`src/rtl/usb_stuff_nrzi_tx.sv`:
```
// USB TX back-end: bit stuffing, NRZI encode and EOP line drive, one raw bit per cycle.
// Accepted bit reaches dp/dm one cycle later; stall is high for the single cycle a stuff 0 is inserted.
module usb_stuff_nrzi_tx #(
    parameter int MAX_RUN     = 6,
    parameter int EOP_SE0_CYC = 2,
    parameter int EOP_J_CYC   = 1,
    parameter int SCNT_W      = 8
) (
    input  logic              clk,
    input  logic              rst_L,
    input  logic              bit_in,
    input  logic              start,
    input  logic              last,
    output logic              stall,
    output logic              dp,
    output logic              dm,
    output logic              oe,
    output logic              busy,
    output logic [SCNT_W-1:0] stuff_count
);

    localparam int ECMAX = (EOP_SE0_CYC > EOP_J_CYC) ? EOP_SE0_CYC : EOP_J_CYC;
    localparam int ECW   = (ECMAX > 1) ? $clog2(ECMAX) : 1;
    localparam logic [3:0] RUN_MAX = 4'(MAX_RUN);
    localparam logic [ECW-1:0] SE0_LOAD = ECW'(EOP_SE0_CYC - 1);
    localparam logic [ECW-1:0] J_LOAD   = ECW'(EOP_J_CYC - 1);

    typedef enum logic [2:0] {IDLE, DATA, STUFF, EOP_SE0, EOP_J} state_t;

    state_t            state, state_nx;
    logic              level, level_nx;
    logic [3:0]        run, run_nx;
    logic [3:0]        run_inc;
    logic              last_pend, last_pend_nx;
    logic [SCNT_W-1:0] scnt_nx;
    logic [ECW-1:0]    ecnt, ecnt_nx;
    logic              dp_nx, dm_nx, oe_nx;
    logic              enc;

    assign run_inc = run + 4'd1;
    assign enc     = bit_in ? level : ~level;
    assign stall   = (state == STUFF);
    // line stays owned until the trailing J has been shown with oe=1
    assign busy    = (state != IDLE) | oe;

    always_comb begin
        state_nx     = state;
        level_nx     = level;
        run_nx       = run;
        last_pend_nx = last_pend;
        scnt_nx      = stuff_count;
        ecnt_nx      = ecnt;
        dp_nx        = dp;
        dm_nx        = dm;
        oe_nx        = oe;
        case (state)
            IDLE: begin
                dp_nx    = 1'b1;
                dm_nx    = 1'b0;
                oe_nx    = 1'b0;
                level_nx = 1'b1;
                run_nx   = 4'd0;
                if (start) begin
                    level_nx = enc;
                    dp_nx    = enc;
                    dm_nx    = ~enc;
                    oe_nx    = 1'b1;
                    run_nx   = bit_in ? 4'd1 : 4'd0;
                    scnt_nx  = '0;
                    if (last) begin
                        state_nx = EOP_SE0;
                        ecnt_nx  = SE0_LOAD;
                    end else begin
                        state_nx = DATA;
                    end
                end
            end
            DATA: begin
                level_nx     = enc;
                dp_nx        = enc;
                dm_nx        = ~enc;
                run_nx       = bit_in ? run_inc : 4'd0;
                last_pend_nx = last;
                if (bit_in && (run_inc == RUN_MAX)) begin
                    state_nx = STUFF;
                end else if (last) begin
                    state_nx = EOP_SE0;
                    ecnt_nx  = SE0_LOAD;
                end
            end
            STUFF: begin
                level_nx = ~level;
                dp_nx    = ~level;
                dm_nx    = level;
                run_nx   = 4'd0;
                if (stuff_count != {SCNT_W{1'b1}})
                    scnt_nx = stuff_count + SCNT_W'(1);
                if (last_pend) begin
                    state_nx = EOP_SE0;
                    ecnt_nx  = SE0_LOAD;
                end else begin
                    state_nx = DATA;
                end
            end
            EOP_SE0: begin
                dp_nx = 1'b0;
                dm_nx = 1'b0;
                oe_nx = 1'b1;
                if (ecnt == '0) begin
                    state_nx = EOP_J;
                    ecnt_nx  = J_LOAD;
                end else begin
                    ecnt_nx = ecnt - ECW'(1);
                end
            end
            EOP_J: begin
                dp_nx = 1'b1;
                dm_nx = 1'b0;
                oe_nx = 1'b1;
                if (ecnt == '0) begin
                    state_nx = IDLE;
                    level_nx = 1'b1;
                    run_nx   = 4'd0;
                end else begin
                    ecnt_nx = ecnt - ECW'(1);
                end
            end
            default: state_nx = IDLE;
        endcase
    end

    always_ff @(posedge clk or negedge rst_L) begin
        if (!rst_L) begin
            state       <= IDLE;
            level       <= 1'b1;
            run         <= 4'd0;
            last_pend   <= 1'b0;
            stuff_count <= '0;
            ecnt        <= '0;
            dp          <= 1'b1;
            dm          <= 1'b0;
            oe          <= 1'b0;
        end else begin
            state       <= state_nx;
            level       <= level_nx;
            run         <= run_nx;
            last_pend   <= last_pend_nx;
            stuff_count <= scnt_nx;
            ecnt        <= ecnt_nx;
            dp          <= dp_nx;
            dm          <= dm_nx;
            oe          <= oe_nx;
        end
    end

endmodule

```
`config.mk`:
```
export PLATFORM = sky130hd
export DESIGN_NAME = usb_stuff_nrzi_tx
export DESIGN_NICKNAME = d
export VERILOG_FILES = /design/src/rtl/usb_stuff_nrzi_tx.sv
export SDC_FILE = /design/constraint.sdc
export NUM_CORES = 1
export LEC_CHECK = 0
export ABC_CLOCK_PERIOD_IN_PS = 1900
export BUFFER_PORTS_ARGS = -buffer_cell sky130_fd_sc_hd__buf_2
export CORE_ASPECT_RATIO = 0.5
export CORE_MARGIN = 2
export CORE_UTILIZATION = 40
export DETAILED_ROUTE_END_ITERATION = 8
export PLACE_DENSITY = 0.64
export SETUP_SLACK_MARGIN = 0.5
export SKIP_CTS_REPAIR_TIMING = 1
export SYNTH_ARGS = -nofsm -noshare
export SYNTH_HDL_FRONTEND = slang
export SYNTH_SLANG_ARGS = --single-unit
```
`constraint.sdc`:
```
create_clock -name clk -period 1.9 [get_ports clk]
set_clock_uncertainty 0.2 [all_clocks]
set_input_delay 0.38 -clock clk [delete_from_list [all_inputs] [get_ports clk]]
set_output_delay 0.38 -clock clk [all_outputs]
set_load 0.02 [all_outputs]
```
==> impl_metrics.ini, run 1 <==
[global_route]
grt_use_total_pct = 16.73
grt.overflow.total = 0
grt_pass1_vias = 1059
grt_pass1_wl_um = 4878
grt_max_degree = 23
antenna_found_initial = 0

[detailed_routing]
post_drt_via_cell_ratio = 5.686
antenna_left = 0
wl_per_cell_um = 16.52
routed_wl_um = 3784
drtPass1Iterations = 4
via_count = 1302
drt-initial-drc-count = 44
drc = 0

[placement]
place_ws_ps = 94.17
gp_congestion = 0.7542
place_area_mm2 = 0.001549
dp.cells = 200
dp.final_hpwl_um = 2050
io_buffers = 17

[sta]
fin_ws_ps = -79.62
hold_viol = 0
setup_viol_count_final = 2
tightest_slew_ps = 497.8
grt_setup_unrepaired = true
fin_crit_sh_pct = 104.2
maxSlewViolCount = 0
period_needed_ps = 1980
slew_headroom_pct = 66.81
whs_ps = 213.0
max_freq_mhz = 505.1

[final_layout]
syn2layout_area_growth_pct = 60.21
mostFrequentLayoutCells = buf_6 (22), buf_4 (22), nand2_1 (11), dfrtp_2 (11), nor2_1 (9)
utilization_pct = 68.79
fin_nets = 198
final_area_mm2 = 0.002121
final_cells = 229
diodes = 0
drive_gt1_share_pct = 57.14

[cts]
numClockSinks = 21
root_buffer = clkbuf_8
clock_latency_ps = 270
cts_tree = done
clk_pin_slew_ps = 90
ctsHtreeMaxLevel = 1
cts_made_buffers = 3
clockBufferDepth = 2

[yosys]
synthArstFlopShare_pct = 100.0
syn_area_mm2 = 0.001324
synthCells = 142
synth.largest_area_cell = dfrtp_1
syn_nets = 150
ys_warn_count = 0
synth_top_area_share_pct = 35.92
ys_seq_elements = 21
yosys.cell_types.count = 48
ys_seq_area_share_pct = 39.89
yosys-top-cells-area = dfrtp_1 (36%), o31ai_1 (4.5%), dfstp_2 (4.0%)
synth_edf_count = 0
syn_avg_cell_area_um2 = 9.322
yosys_most_used_dff = dfrtp_1

[critical_path]
r2r_setup_slack_ps = -20
r2r-end = stuff_count[7]
slowest_stage = dfrtp_2
worst_path_dominant_cell_family = flip-flops
criticalPathCategory = flop to primary output
path_cells = buf_12, or3b_4, inv_4, buf_6
cp_slowest_stage_delay_ps = 410
crit_cells = 4
end_kind = primary output
worst-path-max-fanout = 8
path_buf_inv = 3
worst_ep_required_time_ps = 1320
r2r_cells = 6
arrival_ps = 1400
start_kind = flop
r2r_start = state[1]

[die]
row_count = 14
die_area_mm2 = 0.003814
die_h_um = 44.68
core_area_mm2 = 0.003083
die_w_um = 85.36
io_pins = 18
start_util_pct = 42.94

[flow_run]
maxCapViolations = 0

[hold_path]
holdCritStartpoint = last
min-delay-path-class = primary input to flop
hold_depth = 3
hold_path_end = last_pend

[outcome]
status = finished with violations
violations = setup timing

[pwr]
p_leak_nw = 0.8877
p_per_area_mw_per_mm2 = 1508
ir_worst_vdd_mv = 0.8193
==> cells by family (layout without fill, tap and decap cells) <==
family	after synthesis	in the layout	synth area share (%)
XOR/XNOR	1	1	0.6617
flip-flops	21	21	39.89
multiplexers	2	2	1.607
adder cells (fa/ha/maj)	3	3	2.836
buffers and inverters	13	60	6.143
AND/OR/NAND/NOR	56	56	23.82
AO/OA/AOI/OAI	46	46	25.05
==> power by group <==
part	internal, mW	switching (mW)	leakage, nW	total, mW
sequential	0.626	0.228	0.252	0.854
combinational	1.07	0.968	0.610	2.04
clock	0.147	0.162	0.0255	0.309
==> worst max-delay path by stage <==
stage	start	to	slack, ps
2_1_floorplan	stuff_count[0]	stuff_count[4]	200
3_5_place_dp	stuff_count[0]	stuff_count[5]	90
3_3_place_gp	stuff_count[0]	stuff_count[5]	110
5_1_grt	state[1]	stall	-100
6_report	state[1]	stall	-80
4_1_cts	state[1]	stall	-170
==> layout make-up <==
type	instances	area, µm²
clock buffers	3	41.29
clock inverters	1	5.005
fillers	225	962.2
inverters	4	17.52
multi-input cells	108	957.2
flip-flops and latches	21	541.8
well taps	40	50.05
repair buffers	52	508.0
==> flip-flops by register name (all words and copies together), names as in the netlist <==
signal / count
stuff_count: 8
dp: 1
state: 3
dm: 1
oe: 1
run: 4
last_pend: 1
level: 1
ecnt: 1
==> cells in the mapped netlist, types with 2 or more instances <==
cell,instances
buf_2,2
a31oi_1,2
o21ai_0,7
a21oi_1,8
o22ai_1,3
buf_6,2
and3_1,3
dfrtp_1,19
nand2_1,12
o21ai_1,4
nor3_1,6
nand2b_1,3
ha_1,3
nand3_1,4
buf_4,4
nor2_1,11
o22a_1,2
o31ai_1,8
or4_1,3
dfstp_2,2
nand4_1,4
inv_1,4
==> metrics by stage <==
step / power [mW] / TNS (ps)
CTS: 2.361 / -280.5
floorplan: 1.769 / 0
global route: 3.386 / -180.6
detailed placement: 2.038 / 0
finish: 3.199 / -95.51
global placement: 2.030 / 0
==> routing by layer <==
| layer | GRT usage, % | wire length [µm] |
|---|---|---|
| met1 | 23.12 | 1710 |
| met5 | 0 | 0 |
| met2 | 26.72 | 1954 |
| met4 | 4.762 | 17 |
| met3 | 3.918 | 102 |
==> worst reg2reg max path: cells and delay by family (launching register included) <==
kind                   cells  cell delay (ps)
AO/OA/AOI/OAI              1              140
buffers and inverters      2              270
AND/OR/NAND/NOR            3              790
flip-flops                 1              440
Note: power is estimated with default switching activity, not from simulation.
==> run 2: changes to the inputs <==
--- a/config.mk
+++ b/config.mk
@@ -5,15 +5,17 @@
 export SDC_FILE = /design/constraint.sdc
 export NUM_CORES = 1
 export LEC_CHECK = 0
-export ABC_CLOCK_PERIOD_IN_PS = 1900
+export ABC_CLOCK_PERIOD_IN_PS = 1800
 export BUFFER_PORTS_ARGS = -buffer_cell sky130_fd_sc_hd__buf_2
 export CORE_ASPECT_RATIO = 0.5
 export CORE_MARGIN = 2
 export CORE_UTILIZATION = 40
 export DETAILED_ROUTE_END_ITERATION = 8
+export GPL_TIMING_DRIVEN = 0
 export PLACE_DENSITY = 0.64
 export SETUP_SLACK_MARGIN = 0.5
 export SKIP_CTS_REPAIR_TIMING = 1
+export SLEW_MARGIN = 20
 export SYNTH_ARGS = -nofsm -noshare
 export SYNTH_HDL_FRONTEND = slang
 export SYNTH_SLANG_ARGS = --single-unit
==> constraint.sdc (replaced) <==
create_clock -name clk -period 1.8 [get_ports clk]
set_clock_uncertainty 0.2 [all_clocks]
set_input_delay 0.36 -clock clk [delete_from_list [all_inputs] [get_ports clk]]
set_output_delay 0.36 -clock clk [all_outputs]
set_load 0.02 [all_outputs]
==> run 2 against run 1 <==
The run still ends with setup timing left. Sequential power shrank 2%. Global-route usage rose by 0.45 points. Via count increased by 0.38%. Cell count up 1.3%. Hold slack got worse by 13 ps. Wire length down 1.3%. Register-to-register slack lost 30 ps. Critical endpoint unchanged. Die area did not move. Clock power increased by 3%. Sequential share of layout area rose by 0.47 points. Largest power group unchanged. First-iteration DRC count rose by 80%.
==> impl_metrics.ini, run 2 (synthesized netlist as in run 1, its figures left out) <==
[outcome]
status = finished with violations
violations = setup timing

[placement]
dp.final_hpwl_um = 2141
io_buffers = 16
gp_congestion = 0.8278

[cts]
ctsHtreeMaxLevel = 1
clock_latency_ps = 260
clockBufferDepth = 2
cts_tree = done
clk_pin_slew_ps = 70
root_buffer = clkbuf_8
numClockSinks = 21
cts_made_buffers = 3

[final_layout]
multi_input_area_um2 = 945.9
fin_nets = 201
top_regs = stuff_count (8), run (4), state (3)
drive_gt1_share_pct = 56.25
regMostFlops = stuff_count
largest_reg_flops = 8
final_common_cell = buf_4
syn2layout_area_growth_pct = 57.66
diodes = 0
fillers = 224
mostFrequentLayoutCells = buf_4 (28), buf_6 (20), dfrtp_2 (12)
register_area_um2 = 543.0

[critical_path]
worst-path-max-fanout = 7
r2r_cells = 7
r2r_setup_slack_ps = -50
worst_ep_required_time_ps = 1240
arrival_ps = 1350
criticalPathCategory = flop to primary output
end_kind = primary output
start_kind = flop

[pwr]
p_leak_nw = 0.8722
ir_worst_vdd_mv = 0.8110
p_per_area_mw_per_mm2 = 1573
total_power_mw = 3.284

[sta]
grt_setup_unrepaired = true
max_freq_mhz = 522.9
setup_viol_count_final = 5
fin_ws_ps = -112.3
slew_headroom_pct = 67.35
timing.setup.tns_ps = -289.2
period_needed_ps = 1912
fin_crit_sh_pct = 106.2
maxSlewViolCount = 0
hold_viol = 0
tightest_slew_ps = 489.7

[detailed_routing]
post_drt_via_cell_ratio = 5.634
via_count = 1307
routed_wl_um = 3736
drc = 0
drtPass1Iterations = 4
wl_per_cell_um = 16.10
antenna_left = 0
drt-initial-drc-count = 79

[global_route]
grt_use_total_pct = 17.18
antenna_found_initial = 0
grt_pass1_wl_um = 4954
gr-usage-met2_pct = 27.97
grt_pass1_vias = 1017
busiest_layer = met2
grt_use_met1_pct = 23.82
grt_use_met3_pct = 4.478
grt_max_degree = 22
grt.overflow.total = 0

[die]
start_util_pct = 42.94
io_pins = 18
die_h_um = 44.68
core_area_mm2 = 0.003083
die_w_um = 85.36
row_count = 14
die_area_mm2 = 0.003814

[hold_path]
hold_depth = 3
min-delay-path-class = primary input to flop

[flow_run]
maxCapViolations = 0
run 2: cell types whose count changed in the layout (fill, tap and decap cells not counted), moves of 2 or more:
cell / delta
buf_6: -2
o21ai_2: -3
o21ai_1: +3
a21oi_2: -2
buf_4: +6
buf_12: -2
a21oi_1: +2
run 2: final timing paths:
path                                   to      start
setup / recovery                    stall   state[1]
hold / removal                     run[0]     bit_in
setup reg to reg           stuff_count[7]   state[1]
hold reg to reg                 last_pend  last_pend
max in group asynchronous        state[1]      rst_L
min in group asynchronous          run[2]      rst_L
run 2: through the flow:
step           hold WS [ps]  worst slack, ps  instance area, µm²  utilization, %  cells
2_1_floorplan        -135.6            96.54                1400               -    142
3_3_place_gp          151.8           -5.862                1530           49.63    198
3_5_place_dp          152.4           -27.46                1530           49.63    198
4_1_cts              -138.9           -327.1                1575           51.10    202
5_1_grt               209.2           -144.5                2087           67.69    232
6_report              200.1           -112.3                2087           67.69    232
run 2: area by class of cell:
class	count	area share, %
Buffer	9	4.377
Timing Repair Buffer	46	18.88
Inverter	4	0.8393
Tap cell	40	2.398
Clock buffer	4	2.158
Multi-Input combinational cell	108	45.32
Sequential cell	21	26.02
run 2: power breakdown:
group / switching [mW] / leakage, nW / internal (mW) / total (mW)
sequential: 0.177 / 0.251 / 0.660 / 0.837
clock: 0.160 / 0.0228 / 0.158 / 0.318
combinational: 1.08 / 0.599 / 1.05 / 2.13
total: 1.42 / 0.872 / 1.87 / 3.28
run 2: routing by layer:
layer | up-vias | share of wire [%]
met1 | 641 | 48
met4 | 0 | 0.37
met2 | 32 | 48
met5 | - | 0
li1 | 632 | -
met3 | 2 | 3.5
run 2: critical path, cell delays in order, from the launching register on:
cell and delay [ps]:
dfrtp_2 390, buf_6 130, or3b_4 400, inv_4 70
buf_6 100
